===== config.mk =====
export PLATFORM = sky130hd
export DESIGN_NAME = alu_cmd_sequencer
export DESIGN_NICKNAME = d
export VERILOG_FILES = /design/src/rtl/alu_pkg.sv /design/src/rtl/alu_cmd_fifo.sv /design/src/rtl/alu_cmd_sequencer.sv
export SDC_FILE = /design/constraint.sdc
export NUM_CORES = 1
export LEC_CHECK = 0
export ABC_CLOCK_PERIOD_IN_PS = 5800
export CORE_MARGIN = 4
export CORE_UTILIZATION = 57
export CTS_CLUSTER_SIZE = 14
export DETAILED_ROUTE_END_ITERATION = 12
export PLACE_DENSITY_LB_ADDON = 0.15
export SYNTH_ARGS = -nofsm -noshare
export SYNTH_HDL_FRONTEND = slang
export SYNTH_SLANG_ARGS = --single-unit

===== constraint.sdc =====
create_clock -name clk -period 5.8 [get_ports clk]
set_clock_uncertainty 0.1 [all_clocks]
set_input_delay 1.74 -clock clk [delete_from_list [all_inputs] [get_ports clk]]
set_output_delay 1.74 -clock clk [all_outputs]
set_load 0.005 [all_outputs]

===== src/rtl/alu_pkg.sv =====
// ============================================================================
// Package     : alu_pkg
// Description : Shared opcodes and types for the 4-bit ALU and its command
//               sequencer. Holds the opcode encoding, the default-width
//               command record, and the sequencer state encoding.
// Revision    : 1.0 - initial release
// ============================================================================
`default_nettype none

package alu_pkg;

  // Native datapath widths of the ALU this sequencer feeds.
  localparam int ALU_W    = 4;
  localparam int ALU_SELW = 3;

  // Opcode encoding shared with the ALU.
  localparam logic [ALU_SELW-1:0] OP_ADD  = 3'd0;
  localparam logic [ALU_SELW-1:0] OP_SUB  = 3'd1;
  localparam logic [ALU_SELW-1:0] OP_AND  = 3'd2;
  localparam logic [ALU_SELW-1:0] OP_OR   = 3'd3;
  localparam logic [ALU_SELW-1:0] OP_XOR  = 3'd4;
  localparam logic [ALU_SELW-1:0] OP_NAND = 3'd5;
  localparam logic [ALU_SELW-1:0] OP_NOR  = 3'd6;
  localparam logic [ALU_SELW-1:0] OP_XNOR = 3'd7;

  // One queued ALU operation at the native widths.
  typedef struct packed {
    logic [ALU_W-1:0]    a;
    logic [ALU_W-1:0]    b;
    logic [ALU_SELW-1:0] sel;
  } alu_cmd_t;

  // Issue FSM states.
  typedef enum logic [1:0] {
    IDLE   = 2'd0,
    EXEC   = 2'd1,
    RESULT = 2'd2
  } seq_state_t;

endpackage : alu_pkg

`default_nettype wire


===== src/rtl/alu_cmd_fifo.sv =====
// ============================================================================
// Module      : alu_cmd_fifo
// Description : Command FIFO for the ALU sequencer. Registered storage with
//               wrapping read/write pointers and an occupancy counter; the
//               head entry is read straight from storage (no write-through).
// Ports       : clk, rst          - clock, synchronous active-high reset
//               push_i/push_data_i - write request and command (ignored when full)
//               pop_i/pop_data_o   - read request (ignored when empty) and head
//               full_o/empty_o     - occupancy flags
// Revision    : 1.0 - initial release
// ============================================================================
`default_nettype none

module alu_cmd_fifo
  import alu_pkg::*;
#(
  parameter int  DEPTH = 4,          // power of two, >= 2
  parameter type cmd_t = alu_cmd_t
) (
  input  logic clk,
  input  logic rst,
  input  logic push_i,
  input  cmd_t push_data_i,
  input  logic pop_i,
  output cmd_t pop_data_o,
  output logic full_o,
  output logic empty_o
);

  localparam int               PTR_W  = $clog2(DEPTH);
  localparam int               CNT_W  = $clog2(DEPTH + 1);
  localparam logic [CNT_W-1:0] C_FULL = CNT_W'(DEPTH);

  cmd_t             mem_q [DEPTH];
  logic [PTR_W-1:0] wr_ptr_q, wr_ptr_d;
  logic [PTR_W-1:0] rd_ptr_q, rd_ptr_d;
  logic [CNT_W-1:0] count_q, count_d;
  logic             push_en;
  logic             pop_en;

  assign full_o     = (count_q == C_FULL);
  assign empty_o    = (count_q == '0);
  assign push_en    = push_i & ~full_o;
  assign pop_en     = pop_i & ~empty_o;
  assign pop_data_o = mem_q[rd_ptr_q];

  // DEPTH is a power of two, so plain pointer increment wraps modulo DEPTH.
  always_comb begin
    wr_ptr_d = wr_ptr_q;
    rd_ptr_d = rd_ptr_q;
    count_d  = count_q;
    if (push_en) wr_ptr_d = wr_ptr_q + PTR_W'(1);
    if (pop_en)  rd_ptr_d = rd_ptr_q + PTR_W'(1);
    // Simultaneous push and pop leaves the occupancy unchanged.
    unique case ({push_en, pop_en})
      2'b10:   count_d = count_q + CNT_W'(1);
      2'b01:   count_d = count_q - CNT_W'(1);
      default: count_d = count_q;
    endcase
  end

  always_ff @(posedge clk) begin
    if (rst) begin
      wr_ptr_q <= '0;
      rd_ptr_q <= '0;
      count_q  <= '0;
    end else begin
      wr_ptr_q <= wr_ptr_d;
      rd_ptr_q <= rd_ptr_d;
      count_q  <= count_d;
    end
  end

  // Storage needs no reset: the counter alone decides what is valid.
  always_ff @(posedge clk) begin
    if (push_en) mem_q[wr_ptr_q] <= push_data_i;
  end

endmodule : alu_cmd_fifo

`default_nettype wire


===== src/rtl/alu_cmd_sequencer.sv =====
// ============================================================================
// Module      : alu_cmd_sequencer
// Description : Issue stage for the external 4-bit combinational ALU. Queues
//               commands, drives one at a time onto registered ALU inputs,
//               captures Y/carry one cycle later and offers the result on a
//               valid/ready port together with its opcode.
// Ports       : clk, rst                  - clock, synchronous active-high reset
//               cmd_valid_i/cmd_ready_o   - command handshake
//               cmd_a_i/cmd_b_i/cmd_sel_i - command payload
//               alu_a_o/alu_b_o/alu_sel_o - registered ALU operands/opcode
//               alu_y_i/alu_carry_i       - ALU result (combinational)
//               res_valid_o/res_ready_i   - result handshake
//               res_y_o/res_carry_o/res_sel_o - captured result and opcode
//               res_zero_o                - zero flag (STATUS_FLAGS_EN only)
// Config      : define STATUS_FLAGS_EN to add the res_zero_o port and flop.
// Revision    : 1.0 - initial release
// ============================================================================
`default_nettype none

module alu_cmd_sequencer
  import alu_pkg::*;
#(
  parameter int W     = ALU_W,     // must match the ALU
  parameter int SELW  = ALU_SELW,  // must match the ALU
  parameter int DEPTH = 4          // power of two, >= 2
) (
  input  logic            clk,
  input  logic            rst,
  input  logic            cmd_valid_i,
  output logic            cmd_ready_o,
  input  logic [W-1:0]    cmd_a_i,
  input  logic [W-1:0]    cmd_b_i,
  input  logic [SELW-1:0] cmd_sel_i,
  output logic [W-1:0]    alu_a_o,
  output logic [W-1:0]    alu_b_o,
  output logic [SELW-1:0] alu_sel_o,
  input  logic [W-1:0]    alu_y_i,
  input  logic            alu_carry_i,
  output logic            res_valid_o,
  input  logic            res_ready_i,
  output logic [W-1:0]    res_y_o,
  output logic            res_carry_o,
`ifdef STATUS_FLAGS_EN
  output logic            res_zero_o,
`endif
  output logic [SELW-1:0] res_sel_o
);

  // Command record at this instance's widths.
  typedef struct packed {
    logic [W-1:0]    a;
    logic [W-1:0]    b;
    logic [SELW-1:0] sel;
  } cmd_t;

  cmd_t       push_data;
  cmd_t       head;
  logic       fifo_full;
  logic       fifo_empty;
  logic       fifo_push;
  logic       fifo_pop;
  logic       capture;
  logic       res_take;

  seq_state_t      state_q, state_d;
  logic [W-1:0]    alu_a_q, alu_b_q;
  logic [SELW-1:0] alu_sel_q;
  logic            res_valid_q;
  logic [W-1:0]    res_y_q;
  logic            res_carry_q;
  logic [SELW-1:0] res_sel_q;

  // Held low during reset so nothing is accepted into a FIFO being cleared.
  assign cmd_ready_o = ~fifo_full & ~rst;
  assign fifo_push   = cmd_valid_i & cmd_ready_o;
  assign push_data   = '{a: cmd_a_i, b: cmd_b_i, sel: cmd_sel_i};

  alu_cmd_fifo #(
    .DEPTH (DEPTH),
    .cmd_t (cmd_t)
  ) u_fifo (
    .clk         (clk),
    .rst         (rst),
    .push_i      (fifo_push),
    .push_data_i (push_data),
    .pop_i       (fifo_pop),
    .pop_data_o  (head),
    .full_o      (fifo_full),
    .empty_o     (fifo_empty)
  );

  // Issue FSM: IDLE waits for work, EXEC lets the ALU settle for one cycle,
  // RESULT holds the captured result until the consumer takes it. Popping on
  // the same cycle the result leaves gives one result every two cycles.
  always_comb begin
    state_d  = state_q;
    fifo_pop = 1'b0;
    capture  = 1'b0;
    res_take = 1'b0;
    unique case (state_q)
      IDLE: begin
        if (!fifo_empty) begin
          fifo_pop = 1'b1;
          state_d  = EXEC;
        end
      end
      EXEC: begin
        capture = 1'b1;
        state_d = RESULT;
      end
      RESULT: begin
        if (res_ready_i) begin
          res_take = 1'b1;
          if (!fifo_empty) begin
            fifo_pop = 1'b1;
            state_d  = EXEC;
          end else begin
            state_d  = IDLE;
          end
        end
      end
      default: state_d = IDLE;
    endcase
  end

  always_ff @(posedge clk) begin
    if (rst) begin
      state_q     <= IDLE;
      alu_a_q     <= '0;
      alu_b_q     <= '0;
      alu_sel_q   <= '0;
      res_valid_q <= 1'b0;
      res_y_q     <= '0;
      res_carry_q <= 1'b0;
      res_sel_q   <= '0;
    end else begin
      state_q <= state_d;
      // Operand registers only change on a pop, so the ALU inputs stay
      // quiet in IDLE and RESULT.
      if (fifo_pop) begin
        alu_a_q   <= head.a;
        alu_b_q   <= head.b;
        alu_sel_q <= head.sel;
      end
      if (capture) begin
        res_y_q     <= alu_y_i;
        res_carry_q <= alu_carry_i;
        res_sel_q   <= alu_sel_q;
        res_valid_q <= 1'b1;
      end else if (res_take) begin
        res_valid_q <= 1'b0;
      end
    end
  end

`ifdef STATUS_FLAGS_EN
  logic res_zero_q;

  always_ff @(posedge clk) begin
    if (rst) begin
      res_zero_q <= 1'b0;
    end else if (capture) begin
      res_zero_q <= (alu_y_i == '0);
    end
  end

  assign res_zero_o = res_zero_q;
`endif

  assign alu_a_o     = alu_a_q;
  assign alu_b_o     = alu_b_q;
  assign alu_sel_o   = alu_sel_q;
  assign res_valid_o = res_valid_q;
  assign res_y_o     = res_y_q;
  assign res_carry_o = res_carry_q;
  assign res_sel_o   = res_sel_q;

endmodule : alu_cmd_sequencer

`default_nettype wire


==> run metrics <==
IO Pins 41; TritonCTS buffer count 9; final setup margin about 1.0 ns; combinational fraction of design power around a quarter; die width between 70 and 80 um; Initial Util between 50% and 60%; grt ovf 0; vias about 1.7k; Unique masters post-synth 32; drt pass-1 iters 4; DRT antenna net count 0; Net Sw Frac approximately 29%; #FFs+latches synth 73; Post-Syn Area ~2900 um^2; global-route wire length before repair approximately 8.2 mm; Internal Power 1.03 mW; WP data arrival about 3.0 ns; number of global-route vias before repair about 1.6k; fin nets about 260; Psw 409 uW; CTS tree yes; fin crit share slightly above 80%; commonest non-fill, non-tap cell in the layout edfxtp_1; f_max between 200 and 250 MHz; ys async rst share 0%; Layout area overhead 21.3%; Post-CTS Setup Bufs 0; slew margin rel. around 24%; initial drt markers 63; hold path start res_sel_o[0]; ys flop type edfxtp_1; Clock Power Share about 24%; CP max stage cell clkdlybuf4s50_1; filler instances about 320; clock sink count 73; max cap viols 0; outcome finished, final reports clean; maximum root-to-sink buffer count 2; post-route DRC violation count 0; CP top delay family buffers and inverters; Lkg Pwr ~1.2 nW; Hold WC Path Type reg2reg; Worst Setup SP rst; hold slack final 0.358 ns; Post-synth EDFFs 44; CP peak stage delay 0.50 ns; Power Density 414 nW/um^2; RSZ-0062 raised after global routing false; DP Cell Count 292; Seq/Total Area, Yosys between 60% and 70%; Crit Path Class in2out; DR vias/cell approximately 5.4; hold_buf cts 0; largest net degree at the start of global routing 22; Crit Path Max Fanout 21; share of cells above drive strength 1 under 10%; PortBufs 40; Seq pwr share approximately half; Fin. Hold Viols 0; latest clock arrival within the worst-skew pair approximately 0.33 ns; Routed Wire Length between 5 and 6 mm; Worst R2R Start u_fifo.count_q[2]; peak supply drop roughly 0.00022 V; Mapped Nets 220; placer congestion estimate slightly below 0.8; storage element area roughly 1900 um^2; CTS Root Cell clkbuf_8; area of the core around 4800 um^2; final core occ between 70% and 80%; final std cells w/o fill about 310; pre-CTS WS ~1.0 ns; post-cts sizing count 0; wire per inst about 16 um; die area approximately 6200 um^2; Std-Cell Rows 25; Antenna diodes 0; HPWL after DPL roughly 3.5 mm; worst path required time a little under 4 ns; CP Launch Type input pin; Ys Warns 0; initial antenna violation count 0; Multi-input gate area 858 um^2; Critical Path Most Common Cell clkdlybuf4s50_1; clock-pin slew on the worst setup and hold paths 0.07 ns; setup TNS 0 ns; Die Ht approximately 80 um; Total Routing Usage GR approximately 18%; Worst-Margin Slew about 1.1 ns; crit-path cells clkdlybuf4s50_1 > buf_4 > nor2_1 > clkdlybuf4s50_1; Final Max Slew Viols 0; crit end category primary output; min Tclk post-route 4.80 ns; CTS H-tree depth 3; Mean Syn Cell Area ~15 um^2; Post-Synthesis Cells a little under 200; final setup fails 0; Buf/Inv on CP 3; most frequent cells in the layout edfxtp_1, clkdlybuf4s50_1, nand2_1, dfxtp_1, a21oi_1
## area by class of cell
class / instances / share of cell area [%]
multi-input combinational: 101 / 24.8
inverter: 9 / 0.974
timing repair buffer: 42 / 12.0
clock inverter: 4 / 0.541
sequential: 73 / 54.9
tap: 67 / 2.42
clock buffer: 12 / 4.47
## registers in the layout, indices dropped and copies added, names as in the netlist
| name | flops |
|---|---|
| alu_a_o | 4 |
| alu_b_o | 4 |
| alu_sel_o | 3 |
| res_carry_o | 1 |
| res_sel_o | 3 |
| res_valid_o | 1 |
| res_y_o | 4 |
| state_q | 2 |
| u_fifo.count_q | 3 |
| u_fifo.mem_q | 44 |
| u_fifo.rd_ptr_q | 2 |
| u_fifo.wr_ptr_q | 2 |
## kinds of logic after synthesis
kind of cell               Yosys count  synth area share [%]
DFF                                 73                  66.5
and+or+nand+nor                     52                  8.93
AOI/OAI and AO/OA                   27                  6.35
buffers and inverters               20                  3.46
muxes                               14                  11.2
adders and majority gates            6                  2.89
xor gates and xnor gates             2                 0.613
## worst min-delay path: stages (launching register included)
cell and delay (ns):
dfxtp_1 0.31, nand2_1 0.05, a21oi_1 0.05
## synthesized netlist by cell type, types with 2 or more instances
cell type	instances	area share, %
a21oi_1	12	2.1
and2_1	4	0.88
o21ai_0	2	0.35
buf_1	2	0.26
o2bb2ai_1	11	3.4
clkbuf_1	3	0.39
edfxtp_1	44	46
inv_1	9	1.2
ha_1	5	2.2
mux2_2	2	0.79
buf_2	4	0.70
nand2_1	29	3.8
nor2_1	7	0.92
nor2b_1	3	0.66
mux4_1	11	10
xor2_1	2	0.61
dfxtp_1	29	20
## layer usage
metal | GRT usage, % | wire, um | vias up
li1 | - | - | 802
met1 | 20.1 | 2110 | 803
met2 | 31.0 | 2550 | 45
met3 | 5.56 | 215 | 12
met4 | 9.28 | 155 | 0
met5 | 0 | 0 | -
## worst paths after layout
kind	cells past startpoint	slack, ns	to
max	4	1.00	cmd_ready_o
min	2	0.36	res_sel_o[0]
max reg2reg	9	3.52	u_fifo.count_q[2]
min reg2reg	2	0.36	res_sel_o[0]
## power by group through the flow
stage / Sequential, mW / Combinational (mW) / Clock (mW)
5_1_grt: 0.726 / 0.415 / 0.380
6_report: 0.714 / 0.375 / 0.345
4_1_cts: 0.716 / 0.381 / 0.352
2_1_floorplan: 0.695 / 0.242 / 0
3_3_place_gp: 0.720 / 0.362 / 0
3_5_place_dp: 0.727 / 0.380 / 0
## per-stage QoR
| stage | power [mW] | instance area [um^2] |
|---|---|---|
| after CTS | 1.45 | 3470 |
| after global routing | 1.52 | 3470 |
| final | 1.43 | 3470 |
| after floorplan | 0.937 | 2860 |
| after global placement | 1.08 | 3290 |
| after detailed placement | 1.11 | 3290 |
Power figures use the tool's default switching activity.
